`src/rtl/cm0_dap_cdc_recv_handshake.sv`:
```
// Receive end of a four-phase REQ/ACK CDC handshake: synchronise REQ, capture DATAIN, offer it
// with VALID/READY, then return a glitch-free ACK. Optional checker: CM0_DAP_CDC_RECV_PROTCHK_EN.
module cm0_dap_cdc_recv_handshake #(
    parameter int unsigned DW          = 32,
    parameter int unsigned SYNC_STAGES = 2,
    parameter bit          PRESENT     = 1'b1
) (
    input  logic          REGCLK,
    input  logic          REGRESETn,
    input  logic          SE,
    input  logic          REQ,
    input  logic [DW-1:0] DATAIN,
    output logic          ACK,
    output logic          VALID,
    input  logic          READY,
    output logic [DW-1:0] DATAOUT,
    output logic          PROTERR
);

    generate
        if (PRESENT) begin : g_present
            typedef enum logic [1:0] {StIdle, StHold, StAckH} state_e;

            state_e                 state_q;
            logic [SYNC_STAGES-1:0] sync_q;
            logic                   req_s;
            logic                   ack_q;
            logic                   valid_q;
            logic [DW-1:0]          data_q;
            logic                   unused_se;

            assign unused_se = SE;

            always_ff @(posedge REGCLK or negedge REGRESETn) begin
                if (!REGRESETn) begin
                    sync_q <= '0;
                end else begin
                    sync_q <= {sync_q[SYNC_STAGES-2:0], REQ};
                end
            end

            assign req_s = sync_q[SYNC_STAGES-1];

            // ACK and the data register are only written on the transitions that change them.
            always_ff @(posedge REGCLK or negedge REGRESETn) begin
                if (!REGRESETn) begin
                    state_q <= StIdle;
                    ack_q   <= 1'b0;
                    valid_q <= 1'b0;
                    data_q  <= '0;
                end else begin
                    unique case (state_q)
                        StIdle: begin
                            if (req_s) begin
                                data_q  <= DATAIN;
                                valid_q <= 1'b1;
                                state_q <= StHold;
                            end
                        end
                        StHold: begin
                            if (READY) begin
                                valid_q <= 1'b0;
                                ack_q   <= 1'b1;
                                state_q <= StAckH;
                            end
                        end
                        StAckH: begin
                            if (!req_s) begin
                                ack_q   <= 1'b0;
                                state_q <= StIdle;
                            end
                        end
                        default: begin
                            state_q <= StIdle;
                        end
                    endcase
                end
            end

            assign ACK     = ack_q;
            assign VALID   = valid_q;
            assign DATAOUT = data_q;

`ifdef CM0_DAP_CDC_RECV_PROTCHK_EN
            logic proterr_q;

            // Request withdrawn before we acknowledged: flag it, but still finish the transfer.
            always_ff @(posedge REGCLK or negedge REGRESETn) begin
                if (!REGRESETn) begin
                    proterr_q <= 1'b0;
                end else if ((state_q == StHold) && !req_s) begin
                    proterr_q <= 1'b1;
                end
            end

            assign PROTERR = proterr_q;
`else
            assign PROTERR = 1'b0;
`endif
        end else begin : g_absent
            logic unused_inputs;

            assign unused_inputs = ^{REGCLK, REGRESETn, SE, REQ, DATAIN, READY};
            assign ACK           = 1'b0;
            assign VALID         = 1'b0;
            assign DATAOUT       = '0;
            assign PROTERR       = 1'b0;
        end
    endgenerate

endmodule

```
`config.mk`:
```
export PLATFORM = sky130hd
export DESIGN_NAME = cm0_dap_cdc_recv_handshake
export DESIGN_NICKNAME = d
export VERILOG_FILES = /design/src/rtl/cm0_dap_cdc_recv_handshake.sv
export SDC_FILE = /design/constraint.sdc
export NUM_CORES = 1
export LEC_CHECK = 0
export BUFFER_PORTS_ARGS = -buffer_cell sky130_fd_sc_hd__buf_2
export CAP_MARGIN = 20
export CORE_ASPECT_RATIO = 0.9
export CORE_MARGIN = 3
export CORE_UTILIZATION = 40
export CTS_CLUSTER_SIZE = 28
export DETAILED_ROUTE_END_ITERATION = 6
export PLACE_DENSITY = 0.81
export SLEW_MARGIN = 0
export SYNTH_ARGS = -nofsm -noshare
export SYNTH_HDL_FRONTEND = slang
export SYNTH_SLANG_ARGS = --single-unit
```
`constraint.sdc`:
```
create_clock -name REGCLK -period 1.6 [get_ports REGCLK]
set_clock_uncertainty 0.15 [all_clocks]
set_input_delay 0.08 -clock REGCLK [delete_from_list [all_inputs] [get_ports REGCLK]]
set_output_delay 0.08 -clock REGCLK [all_outputs]
set_load 0.1 [all_outputs]
```
# Word level (Yosys, flattened, before mapping)

Cells that the tools add are included.
W data, S select, Z words.

Equal/unequal tests: 5
Muxes and demuxes: 10
Reduce and logical (&&, ||, !) cells: 7

Operator list:

| cell                 | number |
|---|---|
| $reduce_and A3 Y1    | 3 |
| $mux W2              | 3 |
| $ne A2 B2 Y1 const B | 3 |
| $pmux W2 S3          | 1 |
| $mux W1              | 4 |
| $pmux W1 S2          | 2 |
| $reduce_bool A2 Y1   | 2 |
| $eq A2 B1 Y1 const B | 1 |
| $eq A2 B2 Y1 const B | 1 |
| $logic_not A2 Y1     | 1 |
| $reduce_and A2 Y1    | 1 |

Register bits: 38
Input bits: 37
Output and inout port bits: 35
Word-level logic and storage cells: 27

# Depth between registers and ports, before layout

Word-level depth: 3
Gate-level depth with buffers: 3
Depth with buffers taken out: 3

# Least setup slack after synthesis

No wires, ideal clock.

Path type: register to register
From: register g_present.state_q[1]
To: register g_present.data_q[22] (netlist: DATAOUT[22])
Arrival: 1.252 ns
Data required time: 1.325 ns
Path slack: 0.072 ns
Stages on the path, launching flop included: 4
Path buffers: 1
Clock period less this slack: 1.528 ns
Cells stage by stage: dfrtp_1 > nor3b_4 > buf_6 > mux2_2

Longest elaborated chain between the ends: 2

Ends and longest elaborated chain:

| what                        | RTL line | RTL |
|---|---|---|
| start: declaration          | 24       | `state_e state_q;` |
| start signal: assignment    | 47       | `state_q <= StIdle;` |
| start signal: assignment    | 57       | `state_q <= StHold;` |
| start signal: assignment    | 64       | `state_q <= StAckH;` |
| $logic_not A2 Y1            | 52       | `unique case (state_q)` |
| $reduce_and A2 Y1 (no line) | --       |  |
| end signal: assignment      | 50       | `data_q <= '0;` |
| end signal: assignment      | 55       | `data_q <= DATAIN;` |
| end: declaration            | 29       | `logic [DW-1:0] data_q;` |

Every way passes these cells.
A chain may end at the register's enable or synchronous reset.

# Final worst setup path

From: register g_present.sync_q[1]
To: register g_present.data_q[14] (netlist: DATAOUT[14])

Longest elaborated chain between the ends: 1

Ends and longest elaborated chain:

| what                        | RTL line | RTL |
|---|---|---|
| start: declaration          | 25       | `logic [SYNC_STAGES-1:0] sync_q;` |
| start signal: assignment    | 38       | `sync_q <= {sync_q[SYNC_STAGES-2:0], REQ};` |
| $reduce_and A2 Y1 (no line) | --       |  |

Every way passes these cells.

==> flow_metrics.env <==
export IMPL_cts_buffers=5
export IMPL_slowest_delay_ns=0.41
export IMPL_multiInputGateArea_um2=438
export IMPL_post_route_drc_count=0
export IMPL_crit_required_ns=1.62
export IMPL_design_core_area_um2=3400
export IMPL_grt_overflow=0
export IMPL_crit_path_end_kind="flip-flop"
export IMPL_synth_seq_cells=38
export IMPL_start_kind="flip-flop"
export IMPL_place_area_um2=1830
export IMPL_rr_startpoint="g_present.sync_q[1]"
export IMPL_layout_filler_cells=260
export IMPL_drive_above_1_share_pct=55.2
export IMPL_hp_class="reg -> reg"
export IMPL_worst_pin_slew_ns=0.797
export IMPL_path_buf_inv=1
export IMPL_ys_warn_count=0
export IMPL_grt_pass1_wl_mm=6.22
export IMPL_ant_nets=0
export IMPL_startpoint="g_present.sync_q[1]"
export IMPL_clkTransAtPathRegs_ns=0.07
export IMPL_setup_violations=0
export IMPL_final_cell_mix="buf_2, dfrtp_1, dlygate4sd3_1, mux2_2"
export IMPL_cap_violations=0
export IMPL_finalCriticalPeriod_ns=1.53
export IMPL_place_congestion=0.712
export IMPL_antenna_cells=0
export IMPL_grt_pass1_vias=1288
export IMPL_grt_antenna_before_repair=0
export IMPL_cp_num_cells=3
export IMPL_r2r_slack_ns=0.07
export IMPL_grt_usage_pct=18.4
export IMPL_finalCritPeriodShare_pct=95.9
export IMPL_final_common_cell="buf_2"
export IMPL_cts_path_max_buffers=2
export IMPL_max_freq_mhz=652
export IMPL_rows=20
export IMPL_finalMaxSlewViolations=0
export IMPL_hold_violations=0
export IMPL_endpoint="DATAOUT[14]"
export IMPL_ys_seq_area_share_pct=66.1
export IMPL_drt_iter0_drc=27
export IMPL_cp_top_family="flip-flops"
export IMPL_timing_hold_ws_ns=0.206
export IMPL_crit_type="reg -> reg"
export IMPL_register_area_um2=951
export IMPL_cts_root_buf="clkbuf_8"
export IMPL_wl_mm=3.64
export IMPL_layout_nets=237
export IMPL_synthesis_nets=126
export IMPL_insertion_delay_ns=0.27
export IMPL_vias=1105
export IMPL_syn_cell_area_um2=1440
export IMPL_die_area_um2=4350
export IMPL_max_slew_margin_pct=46.9
export IMPL_post_cts_buffers=0
export IMPL_slowest_stage="dfrtp_1"
export IMPL_drtPass1Iterations=2
export IMPL_die_x_um=69.2
export IMPL_finalInstanceArea_um2=2280
export IMPL_via_per_inst=4.51
export IMPL_io_buffer_count=69
export IMPL_cts_tree="built"
export IMPL_cts_htree_levels=2
export IMPL_ys_types=13
export IMPL_avgSynthCellArea_um2=16.2
export IMPL_ioPinCount=72
export IMPL_start_util_pct=42.2
export IMPL_crit_chain="nor3b_4 -> buf_6 -> mux2_2"
export IMPL_reg2reg_depth=3
export IMPL_synthCells=89
export IMPL_finalSetupTns_ns=0
export IMPL_status="finished, final reports clean"
export IMPL_grt_max_degree=39
export IMPL_crit_path_max_fanout=18
export IMPL_regToRegEndpoint="DATAOUT[14]"
export IMPL_arrival_ns=1.55
export IMPL_wl_per_cell_um=14.9
export IMPL_post_route_util_pct=66.9
export IMPL_die_h_um=62.9
export IMPL_dp_hpwl_mm=2.29
export IMPL_area_growth_pct=58.3
export IMPL_clock_sinks=38
what timing repair did:
item,CTS,global route
gates resized for setup,0,2
endpoints found under the hold margin,75,0
endpoints found under the setup margin,0,16
hold buffers,35,0
worst reg2reg max path, delay by kind of cell (launching register included):
kind | cells | cell delay (ns)
simple gates | 1 | 0.26
buf+inv | 1 | 0.23
mux | 1 | 0.38
flops | 1 | 0.41
synth_stat cells:
master	count	area share [%]
nand3b_1	1	0.52
nor3b_4	1	1.3
dfrtp_1	38	66
a21oi_1	2	0.70
buf_4	1	0.52
mux2_1	2	1.6
nor2_1	1	0.26
mux2_2	30	23
o21ai_0	6	2.1
nand2_1	1	0.26
inv_1	2	0.52
conb_1	1	0.26
buf_6	3	2.3
metal layers:
| layer | share of wire [%] | track usage, % |
|---|---|---|
| met5 | 0 | 0 |
| met4 | 2.3 | 7.80 |
| met3 | 8.2 | 6.59 |
| met2 | 55 | 33.8 |
| met1 | 35 | 18.7 |
flip-flops by register name (all words and copies together), names as in the netlist:
signal and flops:
DATAOUT 32, g_present.state_q 2, g_present.sync_q 2, ACK 1, VALID 1
layout make-up:
type	count	share of cell area, %
sequential	38	41.8
clock inverter	1	0.220
tap	44	2.42
timing repair buffer	108	32.2
inverter	2	0.330
clock buffer	7	3.79
multi-input combinational	45	19.2
through the flow:
stage / setup WS, ns / std cells
after floorplan: 0.0721 / 89
after global placement: 0.0926 / 202
after detailed placement: 0.0479 / 202
after CTS: 0.0434 / 245
after global routing: -0.00848 / 245
final: 0.0663 / 245
how the worst min path moves through the flow:
stage / startpoint / slack [ns] / end / depth (start not counted)
floorplan: REGRESETn / -0.37 / ACK / 0
global placement: REGRESETn / 0.04 / DATAOUT[11] / 1
detailed placement: REQ / 0.05 / g_present.sync_q[0] / 1
CTS: g_present.sync_q[0] / 0.21 / g_present.sync_q[1] / 0
global route: g_present.sync_q[0] / 0.23 / g_present.sync_q[1] / 0
finish: g_present.sync_q[0] / 0.21 / g_present.sync_q[1] / 0
cell families after synthesis:
family,synth area share [%]
other,0.261
and+or+nand+nor,2.35
AOI/OAI and AO/OA,2.79
buffers and inverters,3.39
muxes,25.1
DFF,66.1
Power is left out: the tool's default activity adds up to more than one toggle a clock period on the data nets, which glitch-free logic cannot reach.
